<file path="src/rtl/tstream_serializer_if.sv">
// rtl/tstream_serializer_if.sv - ACT/NEXT wide-in / narrow-out bundle for the downsizing serializer.
// slave is the serializer's view; master is the producer/consumer side.
interface tstream_serializer_if #(
   parameter int Width = 8,
   parameter int Ratio = 4
);
   logic                        ACTL;
   logic                        NEXTL;
   logic [Width*Ratio-1:0]      DI;
   logic [$clog2(Ratio)-1:0]    SZ;
   logic                        ACTH;
   logic                        NEXTH;
   logic [Width-1:0]            DO;
   logic                        LAST;

   modport slave (
      input  ACTL, DI, SZ, NEXTH,
      output NEXTL, ACTH, DO, LAST
   );

   modport master (
      output ACTL, DI, SZ, NEXTH,
      input  NEXTL, ACTH, DO, LAST
   );
endinterface

</file>
<file path="src/rtl/tstream_serializer.sv">
// rtl/tstream_serializer.sv - downsizing ACT/NEXT serializer, wide word in, LSB-first narrow beats out.
// A holding register refills while the shift register drains, so multi-beat words run back to back.
module tstream_serializer #(
   parameter int Width = 8,
   parameter int Ratio = 4
) (
   input logic CLK,
   input logic RESET,
   tstream_serializer_if.slave bus
);
   localparam int CW = $clog2(Ratio);
   localparam int WW = Width * Ratio;
   localparam int SW = Width * (Ratio - 1);

   logic [WW-1:0]    hr_q, hr_d;
   logic [CW-1:0]    hsz_q, hsz_d;
   logic             hv_q, hv_d;
   logic [SW-1:0]    sr_q, sr_d;
   logic [CW-1:0]    rem_q, rem_d;
   logic [Width-1:0] do_q, do_d;
   logic             last_q, last_d;
   logic             acth_q, acth_d;
   logic             out_free;
   logic             accept;

   assign out_free = ~acth_q | bus.NEXTH;
   assign accept   = bus.ACTL & ~hv_q;

   always_comb begin
      hr_d   = hr_q;
      hsz_d  = hsz_q;
      hv_d   = hv_q;
      sr_d   = sr_q;
      rem_d  = rem_q;
      do_d   = do_q;
      last_d = last_q;
      acth_d = acth_q;

      if (accept) begin
         hr_d  = bus.DI;
         hsz_d = bus.SZ;
         hv_d  = 1'b1;
      end

      if (out_free) begin
         if (rem_q != '0) begin
            do_d   = sr_q[Width-1:0];
            sr_d   = sr_q >> Width;
            rem_d  = rem_q - CW'(1);
            last_d = (rem_q == CW'(1));
            acth_d = 1'b1;
         end else if (hv_q) begin
            // SZ=0 encodes a full word; the wrap of 0-1 gives Ratio-1 remaining beats.
            do_d   = hr_q[Width-1:0];
            sr_d   = hr_q[WW-1:Width];
            rem_d  = hsz_q - CW'(1);
            last_d = (hsz_q == CW'(1));
            acth_d = 1'b1;
            hv_d   = 1'b0;
         end else begin
            acth_d = 1'b0;
         end
      end
   end

   always_ff @(posedge CLK) begin
      if (!RESET) begin
         hr_q   <= '0;
         hsz_q  <= '0;
         hv_q   <= 1'b0;
         sr_q   <= '0;
         rem_q  <= '0;
         do_q   <= '0;
         last_q <= 1'b0;
         acth_q <= 1'b0;
      end else begin
         hr_q   <= hr_d;
         hsz_q  <= hsz_d;
         hv_q   <= hv_d;
         sr_q   <= sr_d;
         rem_q  <= rem_d;
         do_q   <= do_d;
         last_q <= last_d;
         acth_q <= acth_d;
      end
   end

   assign bus.NEXTL = ~hv_q;
   assign bus.ACTH  = acth_q;
   assign bus.DO    = do_q;
   assign bus.LAST  = last_q;
endmodule
</file>
<file path="src/flat_wrapper.sv">
// flat-port wrapper written by rule: the top's interface ports become plain ports
module tstream_serializer_flat 
#(
   parameter int Width = 8,
   parameter int Ratio = 4
)
  (CLK, RESET, bus_ACTL, bus_DI, bus_SZ, bus_NEXTH, bus_NEXTL, bus_ACTH, bus_DO, bus_LAST);
  tstream_serializer_if #(.Width(Width), .Ratio(Ratio)) bus_i ();
  input logic CLK;
  input logic RESET;
  input wire logic [$bits(bus_i.ACTL)-1:0] bus_ACTL;
  input wire logic [$bits(bus_i.DI)-1:0] bus_DI;
  input wire logic [$bits(bus_i.SZ)-1:0] bus_SZ;
  input wire logic [$bits(bus_i.NEXTH)-1:0] bus_NEXTH;
  output wire logic [$bits(bus_i.NEXTL)-1:0] bus_NEXTL;
  output wire logic [$bits(bus_i.ACTH)-1:0] bus_ACTH;
  output wire logic [$bits(bus_i.DO)-1:0] bus_DO;
  output wire logic [$bits(bus_i.LAST)-1:0] bus_LAST;
  assign bus_i.ACTL = bus_ACTL;
  assign bus_i.DI = bus_DI;
  assign bus_i.SZ = bus_SZ;
  assign bus_i.NEXTH = bus_NEXTH;
  assign bus_NEXTL = bus_i.NEXTL;
  assign bus_ACTH = bus_i.ACTH;
  assign bus_DO = bus_i.DO;
  assign bus_LAST = bus_i.LAST;
  tstream_serializer #(.Width(Width), .Ratio(Ratio)) u_core (.CLK(CLK), .RESET(RESET), .bus(bus_i));
endmodule
</file>
<file path="config.mk">
export PLATFORM = sky130hd
export DESIGN_NAME = tstream_serializer_flat
export DESIGN_NICKNAME = d
export VERILOG_FILES = /design/src/rtl/tstream_serializer_if.sv /design/src/rtl/tstream_serializer.sv /design/src/flat_wrapper.sv
export SDC_FILE = /design/constraint.sdc
export NUM_CORES = 1
export LEC_CHECK = 0
export CAP_MARGIN = 20
export CORE_MARGIN = 5
export CORE_UTILIZATION = 47
export DETAILED_ROUTE_END_ITERATION = 10
export PLACE_DENSITY_LB_ADDON = 0.2
export REMOVE_ABC_BUFFERS = 1
export SLEW_MARGIN = 15
export SYNTH_ARGS = -nofsm -noshare
export SYNTH_HDL_FRONTEND = slang
export SYNTH_SLANG_ARGS = --single-unit
</file>
<file path="constraint.sdc">
create_clock -name CLK -period 1.5 [get_ports CLK]
set_clock_uncertainty 0.2 [all_clocks]
set_input_delay 0.45 -clock CLK [delete_from_list [all_inputs] [get_ports CLK]]
set_output_delay 0.45 -clock CLK [all_outputs]
set_load 0.005 [all_outputs]
</file>
=== After elaboration in Yosys (flattened, before gate mapping) ===
Index checks and enable logic that the tools add are counted.

* Word-level logic and storage cells: 33
* Bits in registers: 71
* Input bits: 38
* Output and inout bits: 11

* Bitwise logic cells: 4
* Eq/ne operators: 2
* Mux-type cells: 14
* Reductions and logical operators: 3
* Add/subtract/negate cells: 2

{| class="wikitable"
|+ Operators with widths
! cell !! number
|-
| $mux W24 || 2
|-
| $mux W8 || 2
|-
| $mux W1 || 8
|-
| $eq A2 B1 Y1 const B || 2
|-
| $mux W2 || 2
|-
| $reduce_bool A2 Y1 || 2
|-
| $sub A2 B1 Y2 const B || 2
|-
| $not A1 Y1 || 2
|-
| $reduce_and A2 Y1 || 1
|-
| $and A1 B1 Y1 || 1
|-
| $or A1 B1 Y1 || 1
|}

=== Logic depth before layout (Yosys ltp) ===
* Depth after elaboration: 6
* Mapped depth: 5
* Gate-level depth less buffers: 5

=== Worst setup path before layout ===
Ideal clock, no wire load.

* Path kind: input port to flip-flop
* Start point: in bus_NEXTH
* End point: reg u_core.do_q[0] (netlist: u_core.bus.DO[0])
* Path buffers: 2
* Required time: 1.209 ns
* Cell stages on the path: 5
* Setup slack: -0.041 ns
* Arrival: 1.250 ns
* Setup time: 0.091 ns
* Path through: nand2b_1 buf_2 clkbuf_1 a21oi_1 a311oi_1

* Longest elaborated chain between the ends: 2

{| class="wikitable"
|+ RTL lines
! element !! RTL line !! RTL
|-
| start, declared || flat_wrapper.sv:14 || <nowiki>input wire logic [$bits(bus_i.NEXTH)-1:0] bus_NEXTH;</nowiki>
|-
| $or A1 B1 Y1 || tstream_serializer.sv:26 || <nowiki>assign out_free = ~acth_q | bus.NEXTH;</nowiki>
|-
| $reduce_and A2 Y1 (no line) || - ||
|-
| end signal, assigned || tstream_serializer.sv:82 || <nowiki>do_q <= do_d;</nowiki>
|-
| end, declared || tstream_serializer.sv:20 || <nowiki>logic [Width-1:0] do_q, do_d;</nowiki>
|}

No other way between the ends.
A chain may end at the register's enable or synchronous reset.

=== Worst setup path after layout ===
* Start point: reg u_core.hv_q
* End point: reg u_core.sr_q[11]

* Longest elaborated chain between the ends: 2

{| class="wikitable"
|+ RTL lines
! element !! RTL line !! RTL
|-
| start, declared || tstream_serializer.sv:17 || <nowiki>logic hv_q, hv_d;</nowiki>
|-
| start signal, assigned || tstream_serializer.sv:79 || <nowiki>hv_q <= hv_d;</nowiki>
|-
| $reduce_bool A2 Y1 (no line) || - ||
|-
| $reduce_and A2 Y1 (no line) || - ||
|-
| end signal, assigned || tstream_serializer.sv:80 || <nowiki>sr_q <= sr_d;</nowiki>
|-
| end, declared || tstream_serializer.sv:18 || <nowiki>logic [SW-1:0] sr_q, sr_d;</nowiki>
|}

No other way between the ends.

==> impl_table.tex <==
\begin{tabular}{lr}
\hline
Metric & Value \\
\hline
\multicolumn{2}{l}{\textbf{Placed design}} \\
\quad Total placed cells including tap cells & 467 \\
\quad Weighted congestion at the end of routability-driven global placement & 0.808 \\
\quad Post-DP HPWL & 4170 um \\
\quad Area of placed instances & 3500 um\^{}2 \\
\quad Count of buffers from port buffering & 48 \\
\multicolumn{2}{l}{\textbf{CTS}} \\
\quad Number of H-tree branching levels & 3 \\
\quad Post-cts hold buffer count & 0 \\
\quad CTS root buf & sky130\_fd\_sc\_hd\_\_clkbuf\_8 \\
\quad Source-to-sink clock delay at the later pin of the worst-skew pair & 350 ps \\
\quad Clock Path Buffers & 2 \\
\quad Reg clk slew, reported paths & 70 ps \\
\quad CTS tree & yes \\
\quad Clock sink count & 71 \\
\quad CTS buffer count & 9 \\
\multicolumn{2}{l}{\textbf{STA}} \\
\quad Hold Violations, Final & 0 \\
\quad Max Clk Rate & 0.628 GHz \\
\quad Setup repair after global routing missed its margin & yes \\
\quad Final Cycle Share & 106\% \\
\quad Slew at the pin with the worst max-slew slack & 238 ps \\
\quad Final Max Tran Viols & 0 \\
\quad Final Worst Setup Slack & -92.2 ps \\
\quad Minimum clock period & 1590 ps \\
\quad Final worst hold slack & 259 ps \\
\quad \# setup viols final & 38 \\
\quad Max-Slew Margin vs Limit & 84.0\% \\
\multicolumn{2}{l}{\textbf{Floorplanning}} \\
\quad Floorplan die width & 87.5 um \\
\quad Initial cell density of the core & 48.0\% \\
\quad FP Rows & 28 \\
\quad Core Area & 5890 um\^{}2 \\
\quad Die Y-Extent & 87.5 um \\
\quad Total Die Area & 7660 um\^{}2 \\
\quad I/O pin total & 49 \\
\multicolumn{2}{l}{\textbf{Worst setup path}} \\
\quad Data arrival, critical path & 1600 ps \\
\quad Maximum fanout encountered on the critical timing path & 12 \\
\quad Worst Path Class, Setup & flip-flop to flip-flop \\
\quad Maximum cell stage delay along the critical path & 400 ps \\
\quad Cell Chain, Critical Path & buf\_6 > or3\_4 > buf\_12 > a21oi\_1 > a311oi\_1 \\
\quad Crit-path slowest cell & sky130\_fd\_sc\_hd\_\_or3\_4 \\
\quad Startpoint type of the worst setup path & flip-flop \\
\quad Data required time at the worst endpoint & 1510 ps \\
\quad Category of the worst setup path capture point & flip-flop \\
\multicolumn{2}{l}{\textbf{Route}} \\
\quad Vias/cell & 5.72 \\
\quad Detail-routed net length per standard cell & 16.3 um \\
\quad DRT antenna net count & 0 \\
\quad First-pass detailed-route iteration total & 5 \\
\quad Overall routed net length & 8120 um \\
\quad Post-route DRC & 0 \\
\quad Via count & 2843 \\
\quad Number of design-rule violations left by the first detailed-router iteration & 167 \\
\multicolumn{2}{l}{\textbf{Yosys}} \\
\quad Most frequent cell after synthesis & sky130\_fd\_sc\_hd\_\_nand2\_1 \\
\quad Leading cell types by total area after synthesis & sky130\_fd\_sc\_hd\_\_dfxtp\_1 50\%, sky130\_fd\_sc\_hd\_\_nand2\_1 12\%, sky130\_fd\_sc\_hd\_\_a21oi\_1 12\%, sky130\_fd\_sc\_hd\_\_a311oi\_1 7.4\%, sky130\_fd\_sc\_hd\_\_o21ai\_0 6.0\% \\
\quad Share of synthesized registers carrying an async set or reset & 0\% \\
\quad Register bit count reported by yosys & 71 \\
\quad Synth cell types & 22 \\
\quad Sequential cell area fraction in the yosys report & 50.3\% \\
\quad Yosys top cell area share & 50.3\% \\
\quad Most used flip-flop cell after synthesis & sky130\_fd\_sc\_hd\_\_dfxtp\_1 \\
\quad Number of flops mapped to enable cells by yosys & 0 \\
\quad Synth top cells by count & 94 x sky130\_fd\_sc\_hd\_\_nand2\_1, 71 x sky130\_fd\_sc\_hd\_\_dfxtp\_1, 69 x sky130\_fd\_sc\_hd\_\_a21oi\_1, 34 x sky130\_fd\_sc\_hd\_\_o21ai\_0, 24 x sky130\_fd\_sc\_hd\_\_a311oi\_1 \\
\quad Most area-hungry cell type in the Yosys netlist & sky130\_fd\_sc\_hd\_\_dfxtp\_1 \\
\quad Synthesized instance count & 357 \\
\quad Average cell area after synthesis & 7.91 um\^{}2 \\
\quad Post-synthesis instance area & 2830 um\^{}2 \\
\quad Count of warnings emitted by yosys & 0 \\
\multicolumn{2}{l}{\textbf{Finish}} \\
\quad Number of inserted diodes & 0 \\
\quad Post-route standard cell area excluding fillers & 4150 um\^{}2 \\
\quad Layout Utilization & 70.5\% \\
\quad Synth-to-Final Area Change & 46.9\% \\
\quad Layout cells sized above 1 & 29.4\% \\
\quad Number of non-filler instances in the completed layout & 497 \\
\quad Layout Nets & 456 \\
\quad Filler cell count & 476 \\
\multicolumn{2}{l}{\textbf{Power and ir drop}} \\
\quad Leakage power & 0.00151 uW \\
\quad Overall Power & 5100 uW \\
\quad Peak supply drop & 0.696 mV \\
\quad PD cells & 1230 nW/um\^{}2 \\
\multicolumn{2}{l}{\textbf{Global route}} \\
\quad Leftover overflow at the end of global routing & 0 \\
\quad Largest net degree at the start of global routing & 35 \\
\quad Number of global-route vias before repair & 2551 \\
\quad Initial antenna violation count & 0 \\
\quad Global-route wire length before repair & 11600 um \\
\quad GRT Overall Usage & 19.3\% \\
\multicolumn{2}{l}{\textbf{Min path}} \\
\quad Type of the most critical hold path & flip-flop to flip-flop \\
\multicolumn{2}{l}{\textbf{Outcome}} \\
\quad Failing checks & negative setup slack \\
\quad Status & finished, violations left \\
\multicolumn{2}{l}{\textbf{Job}} \\
\quad Max-capacitance violation count & 0 \\
\hline
\end{tabular}
-- routing by layer --
metal  track usage [%]  part of all wire [%]  up-vias
met5                 0                     0        -
met4              8.93                   2.1        0
met3              3.76                   7.4       15
met2              31.2                    46      107
met1              24.7                    45     1345
li1                  -                     -     1376
-- worst max-delay path, delay by kind of cell (launching register included) --
family                 cells  cell delay, ps
and+or+nand+nor            1             400
AOI/OAI and AO/OA          2             230
buffers and inverters      2             300
DFF                        1             330
-- area by class of cell --
class	count	area [um^2]	area share (%)
repair buffers	85	941	22.7
clock buffers	11	151	3.65
clock inverters	5	56.3	1.36
well taps	75	93.8	2.26
multi-input cells	246	1460	35.1
flip-flops and latches	71	1440	34.6
inverters	4	15.0	0.362
-- through the flow --
| stage | worst slack, ps | TNS [ps] |
|---|---|---|
| 2_1_floorplan | -776 | -42460 |
| 4_1_cts | -40.4 | -430 |
| 3_5_place_dp | -534 | -26140 |
| 5_1_grt | -122 | -3380 |
| 3_3_place_gp | -438 | -23760 |
| 6_report | -92.2 | -1100 |
-- kinds of logic after synthesis --
kind of cell	share of synthesized area [%]
AOI/OAI and AO/OA	26.6
and+or+nand+nor	16.8
DFF	50.3
buffers and inverters	5.89
adders and majority gates	0.443
-- cells in the final DEF (no fill, tap or decap), types with 6 or more instances in the layout --
master,netlist,final
sky130_fd_sc_hd__a21oi_1,69,41
sky130_fd_sc_hd__clkdlybuf4s50_1,0,35
sky130_fd_sc_hd__dfxtp_2,0,12
sky130_fd_sc_hd__buf_12,0,7
sky130_fd_sc_hd__buf_4,0,18
sky130_fd_sc_hd__a311oi_1,24,18
sky130_fd_sc_hd__a21oi_2,0,26
sky130_fd_sc_hd__clkbuf_8,0,11
sky130_fd_sc_hd__nand2_1,94,92
sky130_fd_sc_hd__a311oi_2,0,6
sky130_fd_sc_hd__o21ai_0,34,34
sky130_fd_sc_hd__dfxtp_1,71,59
sky130_fd_sc_hd__buf_2,12,10
sky130_fd_sc_hd__nand4_1,8,8
-- flip-flops by register name, summed over array words and instances, names as in the netlist --
signal and count:
u_core.bus.ACTH 1, u_core.bus.DO 8, u_core.bus.LAST 1, u_core.hr_q 32, u_core.hsz_q 2, u_core.hv_q 1, u_core.rem_q 2, u_core.sr_q 24
-- what timing repair did --
item                                    4_1_cts  5_1_grt
hold endpoints to repair                      0        0
pin swaps                                     7        7
gates resized for setup                      78       47
setup buffers                                 3        3
cloned                                        3        5
endpoints found under the setup margin       39       58
-- path summary, 6_finish.rpt --
path                    from         endpoint  slack (ps)  cells after the start
max              u_core.hv_q  u_core.sr_q[11]         -90                      5
min          u_core.hr_q[21]  u_core.hr_q[21]         260                      2
max reg2reg      u_core.hv_q  u_core.sr_q[11]         -90                      5
min reg2reg  u_core.hr_q[21]  u_core.hr_q[21]         260                      2
-- report_power, final --
part / internal, uW / leakage [uW] / total [uW] / switching [uW]
Clock: 856 / 0.000105 / 1580 / 721
Combinational: 666 / 0.000815 / 1320 / 652
Sequential: 2080 / 0.000587 / 2200 / 117
Total: 3610 / 0.00151 / 5100 / 1490
(Power assumes the default switching activity.)
